<file path="src/rtl/instruction_fetch.sv">
// RV32I instruction-fetch stage: owns the PC, keeps one instruction-memory
// request in flight and loads the IF/ID register consumed by decode.
module instruction_fetch #(
    parameter logic [31:0] RESET_PC = 32'h0000_0000,
    parameter logic [31:0] NOP      = 32'h0000_0013
) (
    input  logic        clk,
    input  logic        rst,
    input  logic        stall,
    input  logic        flush,
    input  logic        pc_src,
    input  logic [31:0] pc_target,
    output logic        imem_req,
    output logic [31:0] imem_addr,
    input  logic        imem_gnt,
    input  logic        imem_rvalid,
    input  logic [31:0] imem_rdata,
    output logic [31:0] IF_ID_IR,
    output logic [31:0] IF_ID_PC,
    output logic [31:0] IF_ID_PC4,
    output logic        IF_ID_valid
);

    localparam logic [1:0] ST_REQ  = 2'd0;
    localparam logic [1:0] ST_WAIT = 2'd1;
    localparam logic [1:0] ST_HOLD = 2'd2;

    logic [1:0]  state;
    logic [31:0] pc;
    logic        kill;
    logic [31:0] hold_ir;

    logic        deliver;
    logic [31:0] deliver_word;
    logic [31:0] pc_plus4;
    logic [31:0] redirect_addr;

    assign pc_plus4      = pc + 32'd4;
    assign redirect_addr = {pc_target[31:2], 2'b00};

    assign imem_req  = (state == ST_REQ) && !rst;
    assign imem_addr = pc;

    // A redirect always wins over handing an instruction to decode.
    always_comb begin
        deliver      = 1'b0;
        deliver_word = imem_rdata;
        case (state)
            ST_WAIT: deliver = imem_rvalid && !kill && !stall && !pc_src;
            ST_HOLD: begin
                deliver      = !stall && !pc_src;
                deliver_word = hold_ir;
            end
            default: deliver = 1'b0;
        endcase
    end

    always_ff @(posedge clk or posedge rst) begin
        if (rst) begin
            state   <= ST_REQ;
            pc      <= RESET_PC;
            kill    <= 1'b0;
            hold_ir <= 32'd0;
        end else begin
            case (state)
                ST_REQ: begin
                    if (pc_src)
                        pc <= redirect_addr;
                    if (imem_gnt) begin
                        state <= ST_WAIT;
                        // A redirect granted in the same cycle leaves a stale response in flight.
                        kill  <= pc_src;
                    end
                end
                ST_WAIT: begin
                    if (imem_rvalid) begin
                        state <= ST_REQ;
                        kill  <= 1'b0;
                        if (pc_src) begin
                            pc <= redirect_addr;
                        end else if (!kill) begin
                            if (stall) begin
                                hold_ir <= imem_rdata;
                                state   <= ST_HOLD;
                            end else begin
                                pc <= pc_plus4;
                            end
                        end
                    end else if (pc_src) begin
                        kill <= 1'b1;
                        pc   <= redirect_addr;
                    end
                end
                ST_HOLD: begin
                    if (pc_src) begin
                        pc    <= redirect_addr;
                        state <= ST_REQ;
                    end else if (!stall) begin
                        pc    <= pc_plus4;
                        state <= ST_REQ;
                    end
                end
                default: state <= ST_REQ;
            endcase
        end
    end

    // IF/ID register: flush beats stall beats normal loading.
    always_ff @(posedge clk or posedge rst) begin
        if (rst) begin
            IF_ID_IR    <= NOP;
            IF_ID_PC    <= 32'd0;
            IF_ID_PC4   <= 32'd0;
            IF_ID_valid <= 1'b0;
        end else if (flush) begin
            IF_ID_IR    <= NOP;
            IF_ID_PC    <= 32'd0;
            IF_ID_PC4   <= 32'd0;
            IF_ID_valid <= 1'b0;
        end else if (!stall) begin
            if (deliver) begin
                IF_ID_IR    <= deliver_word;
                IF_ID_PC    <= pc;
                IF_ID_PC4   <= pc_plus4;
                IF_ID_valid <= 1'b1;
            end else begin
                IF_ID_IR    <= NOP;
                IF_ID_valid <= 1'b0;
            end
        end
    end

endmodule

</file>
<file path="config.mk">
export PLATFORM = sky130hd
export DESIGN_NAME = instruction_fetch
export DESIGN_NICKNAME = d
export VERILOG_FILES = /design/src/rtl/instruction_fetch.sv
export SDC_FILE = /design/constraint.sdc
export NUM_CORES = 1
export LEC_CHECK = 0
export BUFFER_PORTS_ARGS = -buffer_cell sky130_fd_sc_hd__buf_2
export CORE_UTILIZATION = 45
export CTS_CLUSTER_SIZE = 14
export DETAILED_ROUTE_END_ITERATION = 7
export PLACE_DENSITY = 0.69
export SETUP_SLACK_MARGIN = 0.5
export SLEW_MARGIN = 30
export SYNTH_ARGS = -nofsm -noshare
export SYNTH_HDL_FRONTEND = slang
export SYNTH_SLANG_ARGS = --single-unit
</file>
<file path="constraint.sdc">
create_clock -name clk -period 7 [get_ports clk]
set_clock_uncertainty 0.05 [all_clocks]
set_input_delay 0.35 -clock clk [delete_from_list [all_inputs] [get_ports clk]]
set_output_delay 0.35 -clock clk [all_outputs]
set_load 0.05 [all_outputs]
</file>
# After elaboration in Yosys (flattened, before gate mapping)
# Index checks and enable logic that the tools add are counted.
[classes]
add_sub_neg = 1
eq_ne = 8
n_mux = 33
bitwise_logic = 2
n_reduce_logical = 18
[op_table]
columns = ["op", "n"]
rows = [
  ["$mux 32", 16],
  ["$pmux 32 s3", 1],
  ["$add 32x3->32 const B", 1],
  ["$mux 2", 7],
  ["$mux 1", 6],
  ["$ne 3x3->1 const B", 2],
  ["$pmux 2 s3", 1],
  ["$reduce_and 3->1", 2],
  ["$logic_and 1x1->1", 5],
  ["$reduce_and 5->1", 1],
  ["$logic_not 1->1", 4],
  ["$ne 2x2->1 const B", 2],
  ["$ne 4x4->1 const B", 1],
  ["$pmux 1 s2", 2],
  ["$reduce_and 2->1", 2],
  ["$reduce_bool 2->1", 2],
  ["$reduce_bool 3->1", 1],
  ["$eq 2x1->1 const B", 1],
  ["$eq 2x2->1 const B", 1],
  ["$logic_not 2->1", 1],
  ["$ne 2x1->1 const B", 1],
  ["$not 1->1", 2],
]
[word_totals]
register_bits = 164
inputBits = 71
output_inout_bits = 130
elab_cells = 70

# Depth between registers and ports, before layout
[depth]
word_depth = 8
mapped_depth = 9
depth_no_buf = 7

# Worst setup path before layout
# OpenSTA, ideal clock, no wires.
[synth_path]
path_type = "reg2reg"
from = "reg pc[2], in the netlist imem_addr[2]"
to = "reg IF_ID_PC4[26]"
setup_ps = 94
arrival_ps = 2193
required_time_ps = 6856
slack_ps = 4663
stages_incl_launch_ff = 8
n_path_buf = 1
period_less_slack_ps = 2337
cell_sequence = "dfrtp_1 -> ha_1 -> nand3_1 -> nor4_4 -> buf_6 -> nand3_1 -> xor2_1 -> a211oi_1"
[synth_via]
elab_chain_cells = 4
[synth_lines]
columns = ["element", "line", "text"]
rows = [
  ["start: declaration", "29", "logic [31:0] pc;"],
  ["start signal: assignment", "68", "pc <= redirect_addr;"],
  ["start signal: assignment", "80", "pc <= redirect_addr;"],
  ["start signal: assignment", "86", "pc <= pc_plus4;"],
  ["$add 32x3->32", "38", "assign pc_plus4 = pc + 32'd4;"],
  ["$mux 32", "121", "if (deliver) begin"],
  ["$mux 32", "120", "end else if (!stall) begin"],
  ["$mux 32", "115", "end else if (flush) begin"],
  ["end signal: assignment", "124", "IF_ID_PC4 <= pc_plus4;"],
  ["end: declaration", "20", "output logic [31:0] IF_ID_PC4,"],
]
# No other way between the ends. The select of a mux whose other input is x is not followed.
# A chain may end at the register's enable or synchronous reset.

# Final worst setup path
[layout_path]
from = "reg state[0]"
to = "reg pc[7], in the netlist imem_addr[7]"
[layout_via]
elab_chain_cells = 3
elab_cells_between_ends = 7
cone_classes = "eq/ne: 3; mux: 1; reduce/logical: 3"
[layout_lines]
columns = ["element", "line", "text"]
rows = [
  ["start: declaration", "28", "logic [1:0] state;"],
  ["start signal: assignment", "60", "state <= ST_REQ;"],
  ["start signal: assignment", "70", "state <= ST_WAIT;"],
  ["start signal: assignment", "77", "state <= ST_REQ;"],
  ["$eq 2x1->1 (tied with other cells)", "65", "case (state)"],
  ["$ne 4x4->1 (no line) / $reduce_bool 3->1 (equally long branches)", "-", ""],
  ["$reduce_and 2->1 (no line)", "-", ""],
]
# Parallel ways exist; a longest one is shown, timed or not.

==> results.ini <==
[routing]
num_vias=6986
routedLengthMet1_microns=10100
drt_iter0_markers=581
met2_length_microns=10400
via_per_inst=5.55
wl_met3_microns=1980
wirelength_microns=22900
ant_nets=0
wl_per_cell_microns=18.2
dr.max_layer_used=met4
drcViolationCount=0
drt-pass1-iter-count=6

[floorplan]
start_util=0.459
io_pins=201
die_h_microns=137
fp.dieW_microns=137
core_sq_um=18000
row_count=49
dieArea_sq_um=18900

[setup_path]
end_kind=register
crit_required_ps=7270
crit_arrival_ps=3110
startpoint_type=register
critPathMaxFanout=40
critPathKind=reg2reg
rr_worst_depth=8

[timing]
setup_violations=0
slew_viol_final=0
fmax_mhz=352
relSlewSlack=0.391
post-route-min-period_ps=2840
worst_slew_pin_slew_ps=912
timing.final.crit_share=0.406
rsz0062_at_grt=false
fin_setup_tns_ps=0
hold_violations=0

[global_routing]
antenna_found_initial=4
grt_pass1_wl_microns=35600
grt_max_degree=107
grt_pass1_vias=6514
gr-total-overflow=0
grtUsageTotal=0.248

[place]
gp_congestion=0.848
dp_cells=1222
dp_hpwl_microns=15700
port_buffers=198

[yosys]
yosysSeqAreaShare=0.492
syn_nets=937
synth_ff_type=dfrtp_1
synth_seq_cells=162
synth.most_common_cell=dfrtp_1
async_flop_share=1.00
synth_edf_count=0
syn_avg_cell_area_sq_um=9.58
synth.distinct_cells=71
ys_warn_count=0
yosys.area.top_type_share=0.483
yosys-top-cells-count=159 x dfrtp_1, 121 x nand2_1, 71 x nor2_1, 68 x a21oi_1, 62 x o21ai_0
netlist_area_sq_um=8250
yosysTopAreaCell=dfrtp_1
yosys-top-cells-area=dfrtp_1 48%, nand2_1 5.5%, mux2i_1 4.2%
syn_inst=861

[run]
maxCapViolCount=0

[clock_network]
clock-sinks=162
cts-buffers-inserted=17
ctsHoldBuffers=0
path_clk_slew_ps=70
cts_root_buf=clkbuf_16
post_cts_buffers=0
cts_tree=yes
clk_latency_ps=430
cts_resized=0
cts_max_path_buffers=2
htreeDepth=4

[power_and_ir_drop]
p_per_area_nw_per_um2=382
p_total_w=0.00380
p_leak_nw=4.57
ir_drop_v=0.000199

[finish]
area_growth_pct=20.3
finish.net_count=1088
instances_no_fill=1259
fill_cells=1623
register_area_sq_um=4060
multi_input_area_sq_um=3860
drive_above_1_share=0.295

[status]
status=finished clean

[hold_path]
hp-class=in2async

-- state kept, by name, summed over array words and instances, names as in the netlist --
signal / count
imem_addr: 32
kill: 1
state: 2
IF_ID_PC4: 30
IF_ID_valid: 1
hold_ir: 32
IF_ID_IR: 32
IF_ID_PC: 32
-- per-stage QoR --
stage,util,cell area (sq um),worst slack [ps],hold WS [ps]
finish,0.552,9920,4160,11.1
global route,0.552,9910,3960,77.2
CTS,0.551,9890,4090,77.1
detailed placement,0.518,9300,4120,413
global placement,0.516,9270,4150,405
floorplan,-,8250,2230,414
-- path summary, 6_finish.rpt --
| kind | slack, ps | startpoint | end |
|---|---|---|---|
| max | 4160 | state[0] | imem_addr[7] |
| min | 10 | rst | IF_ID_IR[24] |
| max reg2reg | 4160 | state[0] | imem_addr[7] |
| min reg2reg | 430 | IF_ID_IR[6] | IF_ID_IR[6] |
| max in group asynchronous | 5650 | rst | IF_ID_PC[3] |
| min in group clk | 100 | pc_target[21] | imem_addr[21] |
-- cells by family (layout without fill, tap and decap cells) --
| logic type | after synthesis | after routing | synth area share |
|---|---|---|---|
| AO/OA/AOI/OAI | 213 | 213 | 0.159 |
| AND/OR/NAND/NOR | 299 | 299 | 0.178 |
| XOR/XNOR | 29 | 29 | 0.0308 |
| adder cells (fa/ha/maj) | 5 | 5 | 0.00759 |
| buffers and inverters | 85 | 249 | 0.0446 |
| multiplexers | 68 | 68 | 0.0876 |
| other | 0 | 5 | 0 |
| flip-flops | 162 | 162 | 0.492 |
-- cell type report --
cell class	count	share of cell area
Inverter	11	0.00492
Timing Repair Buffer	206	0.108
Multi-Input combinational cell	614	0.389
Clock buffer	17	0.0429
Clock inverter	15	0.0166
Antenna cell	5	0.00126
Tap cell	229	0.0289
Sequential cell	162	0.409
-- placed cells by master, fill, tap and decap left out, types with 4 or more instances in the layout --
cell | netlist | layout
buf_2 | 15 | 198
and3_1 | 7 | 7
a21oi_1 | 68 | 68
and2_1 | 5 | 5
mux2i_1 | 35 | 35
a31oi_1 | 8 | 8
o2bb2ai_1 | 6 | 6
nand4_1 | 11 | 11
nand2_1 | 121 | 121
nand2b_1 | 9 | 8
xor2_1 | 18 | 18
mux2_2 | 31 | 31
buf_4 | 5 | 7
a211oi_1 | 28 | 28
nand3_1 | 24 | 24
o21ai_0 | 62 | 61
dfrtp_1 | 159 | 159
nor2_1 | 71 | 70
a311oi_1 | 6 | 6
clkbuf_16 | 0 | 17
diode_2 | 0 | 5
ha_1 | 5 | 4
inv_8 | 0 | 6
nor3_1 | 12 | 12
xnor2_1 | 11 | 11
inv_1 | 10 | 9
-- report_power, final --
group	switching, W	internal [W]	total (W)
logic	0.000950	0.000454	0.00140
registers	0.000306	0.00114	0.00145
clock network	0.000433	0.000508	0.000941
total	0.00169	0.00211	0.00380
-- per-layer routing --
metal | vias up | GRT usage
li1 | 3369 | -
met3 | 25 | 0.0703
met2 | 263 | 0.370
met4 | 0 | 0.0836
met1 | 3329 | 0.345
met5 | - | 0
-- worst max-delay path, cell delays in order, from the launching register on --
cell and delay (ps):
dfrtp_1 420, inv_1 110, ha_2 190, buf_4 550, a21oi_1 280, nor2_1 490
a31oi_1 160, a41o_1 230, a221oi_1 250
Note: power is estimated with default switching activity, not from simulation.
